--- config.mk ---
export PLATFORM = sky130hd
export DESIGN_NAME = id_ex_stage
export DESIGN_NICKNAME = d
export VERILOG_FILES = /design/src/rtl/id_ex_stage.sv
export SDC_FILE = /design/constraint.sdc
export NUM_CORES = 1
export LEC_CHECK = 0
export ABC_AREA = 1
export BUFFER_PORTS_ARGS = -buffer_cell sky130_fd_sc_hd__buf_2
export CORE_AREA = 4 4 132 134
export CTS_CLUSTER_DIAMETER = 120
export DETAILED_ROUTE_END_ITERATION = 16
export DIE_AREA = 0 0 136 138
export PLACE_DENSITY = 0.78
export SLEW_MARGIN = 20
export SYNTH_ARGS = -nofsm -noshare
export SYNTH_HDL_FRONTEND = slang
export SYNTH_SLANG_ARGS = --single-unit
--- constraint.sdc ---
create_clock -name clk -period 1.9 [get_ports clk]
set_input_delay 0.57 -clock clk [delete_from_list [all_inputs] [get_ports clk]]
set_output_delay 0.57 -clock clk [all_outputs]
set_load 0.01 [all_outputs]
--- src/rtl/id_ex_stage.sv ---
// id_ex_stage: ID/EX pipeline register with load-use stall, flush bubbles and a saturating bubble counter.
// Ports:
//   clk, reset          rising-edge clock, synchronous active-high reset
//   enable              0 holds every register (debug freeze)
//   flush               branch/jump taken, squash the instruction entering EX
//   in_*_bus            decode control {exec 9b, mem 3b, wb 2b}
//   in_pc .. in_shamt   decode data and register fields
//   out_*               registered copies for the EX stage
//   stall               combinational, holds PC and IF/ID this cycle
//   bubble_count        saturating count of injected bubbles
module id_ex_stage #(
   parameter int DATA_W     = 32,
   parameter int PC_W       = 32,
   parameter int REG_ADDR_W = 5,
   parameter int CNT_W      = 16
) (
   input  logic                  clk,
   input  logic                  reset,
   input  logic                  enable,
   input  logic                  flush,
   input  logic [8:0]            in_execute_bus,
   input  logic [2:0]            in_memory_bus,
   input  logic [1:0]            in_wb_bus,
   input  logic [PC_W-1:0]       in_pc,
   input  logic [DATA_W-1:0]     in_rs_data,
   input  logic [DATA_W-1:0]     in_rt_data,
   input  logic [DATA_W-1:0]     in_imm,
   input  logic [REG_ADDR_W-1:0] in_rs,
   input  logic [REG_ADDR_W-1:0] in_rt,
   input  logic [REG_ADDR_W-1:0] in_rd,
   input  logic [4:0]            in_shamt,
   output logic [8:0]            out_execute_bus,
   output logic [2:0]            out_memory_bus,
   output logic [1:0]            out_wb_bus,
   output logic [PC_W-1:0]       out_pc,
   output logic [DATA_W-1:0]     out_rs_data,
   output logic [DATA_W-1:0]     out_rt_data,
   output logic [DATA_W-1:0]     out_imm,
   output logic [REG_ADDR_W-1:0] out_rs,
   output logic [REG_ADDR_W-1:0] out_rt,
   output logic [REG_ADDR_W-1:0] out_rd,
   output logic [4:0]            out_shamt,
   output logic                  stall,
   output logic [CNT_W-1:0]      bubble_count
);
   logic hazard;
   logic bubble;
   // rt is compared even for instructions that do not read it: conservative by design
   assign hazard = out_memory_bus[1] & (out_rt != '0) & ((out_rt == in_rs) | (out_rt == in_rt));
   // a flushed ID instruction is discarded anyway, so it never needs to be held
   assign stall  = hazard & ~flush & enable & ~reset;
   assign bubble = flush | hazard;
   always_ff @(posedge clk) begin
      if (reset) begin
         out_execute_bus <= '0;
         out_memory_bus  <= '0;
         out_wb_bus      <= '0;
         out_pc          <= '0;
         out_rs_data     <= '0;
         out_rt_data     <= '0;
         out_imm         <= '0;
         out_rs          <= '0;
         out_rt          <= '0;
         out_rd          <= '0;
         out_shamt       <= '0;
         bubble_count    <= '0;
      end else if (enable) begin
         // forcing control to constant 0 also keeps unknown input bits out of a bubble
         out_execute_bus <= bubble ? '0 : in_execute_bus;
         out_memory_bus  <= bubble ? '0 : in_memory_bus;
         out_wb_bus      <= bubble ? '0 : in_wb_bus;
         out_pc          <= in_pc;
         out_rs_data     <= in_rs_data;
         out_rt_data     <= in_rt_data;
         out_imm         <= in_imm;
         out_rs          <= in_rs;
         out_rt          <= in_rt;
         out_rd          <= in_rd;
         out_shamt       <= in_shamt;
         if (bubble && bubble_count != '1) bubble_count <= bubble_count + 1'b1;
      end
   end
endmodule

Word-level counts from Yosys, hierarchy flattened
Cells that the tools add are included.
- register bits after elaboration: 178
- latch bits: 0
- RAM bits: 0
- memory bits (read-only): 0
- bits of input ports: 166
- output and inout port bits: 179
- memories: 0
- $add $sub $neg: 1
- multiply operators: 0
- div/mod/pow operators: 0
- order comparisons: 0
- equality and inequality tests: 3
- shifts and indexed selects: 0
- mux-type cells: 3
- bitwise logic cells: 9
- reductions and logical operators: 3
- operator list (cell ; number):
    16-bit by 1-bit adder with 16-bit output, second input constant ; 1
    16-bit != test, second input constant ; 1
    5-bit equality test ; 2
    9-bit two-way mux ; 1
    1-bit AND ; 5
    5-bit nonzero test ; 1
    3-bit two-way mux ; 1
    2-bit two-way mux ; 1
    1-bit NOT ; 2
    1-bit bitwise OR ; 2
    2-bit AND reduction ; 1
    1-bit logical AND ; 1

Logic depth before layout (Yosys ltp)
- word-level depth: 6
- mapped depth: 13
- gate-level depth less buffers: 12

Worst setup path before layout
Ideal clock, no wire load.
- path kind: input port to output port
- start point: input enable
- end point: output stall
- arrival time: 1.426 ns
- setup slack: -0.096 ns
- stages: 4
- buffers on the path: 2
- path through: buf_2 -> inv_1 -> buf_2 -> nor4_1
- cells in the longest elaborated chain, start to end: 2
- ends and longest elaborated chain (element ; RTL line ; RTL):
    from (decl) ; 19 ; input logic enable,
    1-bit AND (2 in a row) ; 51 ; assign stall = hazard & ~flush & enable & ~reset;
    to (decl) ; 43 ; output logic stall,
No other way between the ends.

Final worst setup path
- start point: register out_rt[4]
- end point: output stall
- cells in the longest elaborated chain, start to end: 6
- elaborated cells between the ends (all ways): 9
- those cells by class: eq/ne (2); bitwise (6); reduce/logical (1)
- ends and longest elaborated chain (element ; RTL line ; RTL):
    from (decl) ; 40 ; output logic [REG_ADDR_W-1:0] out_rt,
    from (signal assigned) ; 77 ; out_rt <= in_rt;
    5-bit equality test or 5-bit nonzero test (tied branches) ; 49 ; assign hazard = out_memory_bus[1] & (out_rt != '0) & ((out_rt == in_rs) | (out_rt == in_rt));
    1-bit bitwise OR or 1-bit AND (tied branches) ; 49 ;
    1-bit AND (*) ; 49 ;
    1-bit AND (*) (3 in a row) ; 51 ;
Every way passes the cells marked *; elsewhere a longest branch is shown, timed or not.

==> impl_results.md <==
- Outcome: finished, violations left
- Failing checks: negative setup slack
- First-pass GRT wire length: 33000 um
- Commonest non-fill, non-tap cell in the layout: buf_2
- Register area share after synthesis: 0.526
- Final Max Tran Viols: 0
- Die area: between 0.015 and 0.02 mm2
- Die height: between 100 and 150 um
- TritonCTS clock tree: yes
- Multi-input logic area: 0.00278 mm2
- Max Cap Viol: 0
- RePlAce Congestion: 0.837
- Area share of fa/ha/maj cells after synthesis: 0.00185
- Worst VDD drop: 651 uV
- Share of cells above drive strength 1: 0.350
- Top-Level Pins: roughly 350
- Most frequent cells in the layout: buf_2 (343), nor2_1 (301), dfxtp_1 (173)
- Xor/xnor cell area share of the yosys netlist: 0.00259
- Design area: ~0.0095 mm2
- Minimum clock period: 2.15 ns
- Vias in the first global route: 6684
- Synthesized cell area: 0.00677 mm2
- Sinks on Clock Net: about 180
- RSZ-0062 raised after global routing: yes
- DR vias: 7026
- Placed cells: 1446
- WHS: 0.370 ns
- N_diodes: 0
- Crit path launch type: register
- Post-DP HPWL: 14800 um
- Syn nets: 1081
- Kind of end point of the critical path: primary output
- CP required: 1.33 ns
- Worst-case clock skew: about 0.009 ns
- Largest family of logic cells by synthesized area: simple AND/OR/NAND/NOR gates
- Post-synthesis simple-gate area fraction: 0.273
- Post-cts hold buffer count: 0
- Power per standard cell area: between 900 and 1000 mW/mm2
- Final antenna-violating net count: 0
- Vias per cell: roughly 4.8
- Synth Area in Compound Gates: 0.129
- CTS clk-pin slew, worst paths: 0.08 ns
- Filler cell count in the final layout: 1545
- Grt ovf: 0
- Hold Path Class: primary input to register
- Reg2Reg Setup Slack: 0.16 ns
- Gr usage total: 0.213
- Syn avg cell area: 7.41 um2
- H-tree levels: 4
- Worst-Margin Slew: 0.429 ns
- Core ar.: 0.0163 mm2
- Layout area overhead: 39.6%
- DR pass1 iterations: 4
- Largest net degree at the start of global routing: 96
- DR iter-0 viols: ~380
- Die W: 136 um
- Worst setup margin: -0.252 ns
- Clock tree buffer depth: 2
- Final #Nets: 1413
- CP Class: register to primary output
- Placed Instance Area: 0.00880 mm2
- Rows: 47
- Wire per inst: 14.2 um
- LEAKAGE: about 0.0048 uW
- Crit path DAT: 1.58 ns
- Final Hold Vio Count: 0
- Synth Register Bits: 178
- Final period utilization: 1.13
- DRC Markers: 0
- Ys Warns: 0
- Clk Tree Root Cell: clkbuf_16
- Total wire length: around 21000 um
- Mux cell area share after synthesis: 0
- IO buf count: between 300 and 400
- Synth cell types: 26
- Mapped Cells: 914
- Final setup viols: 1
- Initial antenna violation count: 0
- CP Max Fanout: 6
- Initial core utilization: 0.416
- Register area: 0.00358 mm2
- Worst-Skew Late Latency: 0.41 ns
- Slew Limit Headroom: 0.714
- FMAX: approximately 460 MHz
- Post-route setup TNS: -0.252 ns
- TritonCTS Buffers: 17
- Non-Filler Instances: 1479
==> cell families after synthesis <==
group	after synthesis
AO/OA/AOI/OAI	174
XOR/XNOR	2
adder cells (fa/ha/maj)	1
buffers and inverters	108
flip-flops	178
AND/OR/NAND/NOR	451
==> per-stage QoR <==
stage                     setup slack, ns  utilization  total power [uW]
final                              -0.252        0.580              8830
after global routing               -0.388        0.580              9250
after CTS                          -0.283        0.579              8930
after detailed placement           -0.167        0.540              5260
after global placement             -0.146        0.540              5240
after floorplan                    0.0363            -              4690
==> synth_stat cells <==
master	n	area [um2]
nor2_2	7	43.8
clkbuf_2	1	5.00
clkbuf_1	33	124
nor3_1	7	35.0
nor2_1	305	1140
nor3_2	1	10.0
a21oi_1	23	115
o21ai_0	151	756
nand4_1	10	62.6
nor3_4	1	16.3
xnor2_1	2	17.5
nand2_1	77	289
clkinv_1	1	3.75
nand3_4	1	17.5
nand2_2	3	18.8
buf_2	11	55.1
inv_2	7	26.3
inv_1	39	146
dfxtp_1	178	3560
buf_1	11	41.3
nor4_1	2	12.5
nand2_4	1	11.3
buf_6	5	56.3
nand3_1	35	175
ha_1	1	12.5
nor2_4	1	11.3
==> path summary, 6_finish.rpt <==
kind | startpoint | endpoint | cells past startpoint
max reg2reg | bubble_count[0] | bubble_count[7] | 11
min | in_rt_data[29] | out_rt_data[29] | 3
min reg2reg | out_execute_bus[2] | out_execute_bus[2] | 2
max | out_rt[4] | stall | 9
==> area by class of cell <==
class,instances,area share
Inverter,47,0.0191
Clock buffer,17,0.0450
Clock inverter,15,0.0201
Sequential cell,178,0.378
Multi-Input combinational cell,628,0.294
Tap cell,220,0.0291
Timing Repair Buffer,374,0.214
==> critical path: stages (launching register included) <==
cell	delay, ns
dfxtp_4	0.38
inv_2	0.03
nand2_1	0.04
nand2_1	0.06
nor2_2	0.13
nand3_1	0.08
nand2_1	0.08
nand2_2	0.07
nor4_4	0.12
buf_2	0.18
==> timing repair <==
| item | CTS | global route |
|---|---|---|
| buffers inserted | 0 | 1 |
| pin swaps | 0 | 2 |
| setup endpoints to repair | 1 | 4 |
| gates resized for setup | 7 | 6 |
==> sequential cells by signal (all words and copies together) (netlist names) <==
name,count
bubble_count,16
out_execute_bus,9
out_imm,32
out_memory_bus,3
out_pc,32
out_rd,5
out_rs,5
out_rs_data,32
out_rt,5
out_rt_data,32
out_shamt,5
out_wb_bus,2
==> power by group <==
group,switching [uW],internal [uW]
logic,641,468
registers,109,3960
clock network,1640,2010
total,2390,6440
==> routing by layer <==
layer	up-vias	share of wire	GRT usage	wire, um
met5	-	0	0	0
met4	0	0.022	0.0626	466
met3	31	0.082	0.0687	1730
met2	266	0.50	0.373	10500
met1	3155	0.40	0.247	8310
li1	3574	-	-	-
(Power assumes the default switching activity.)
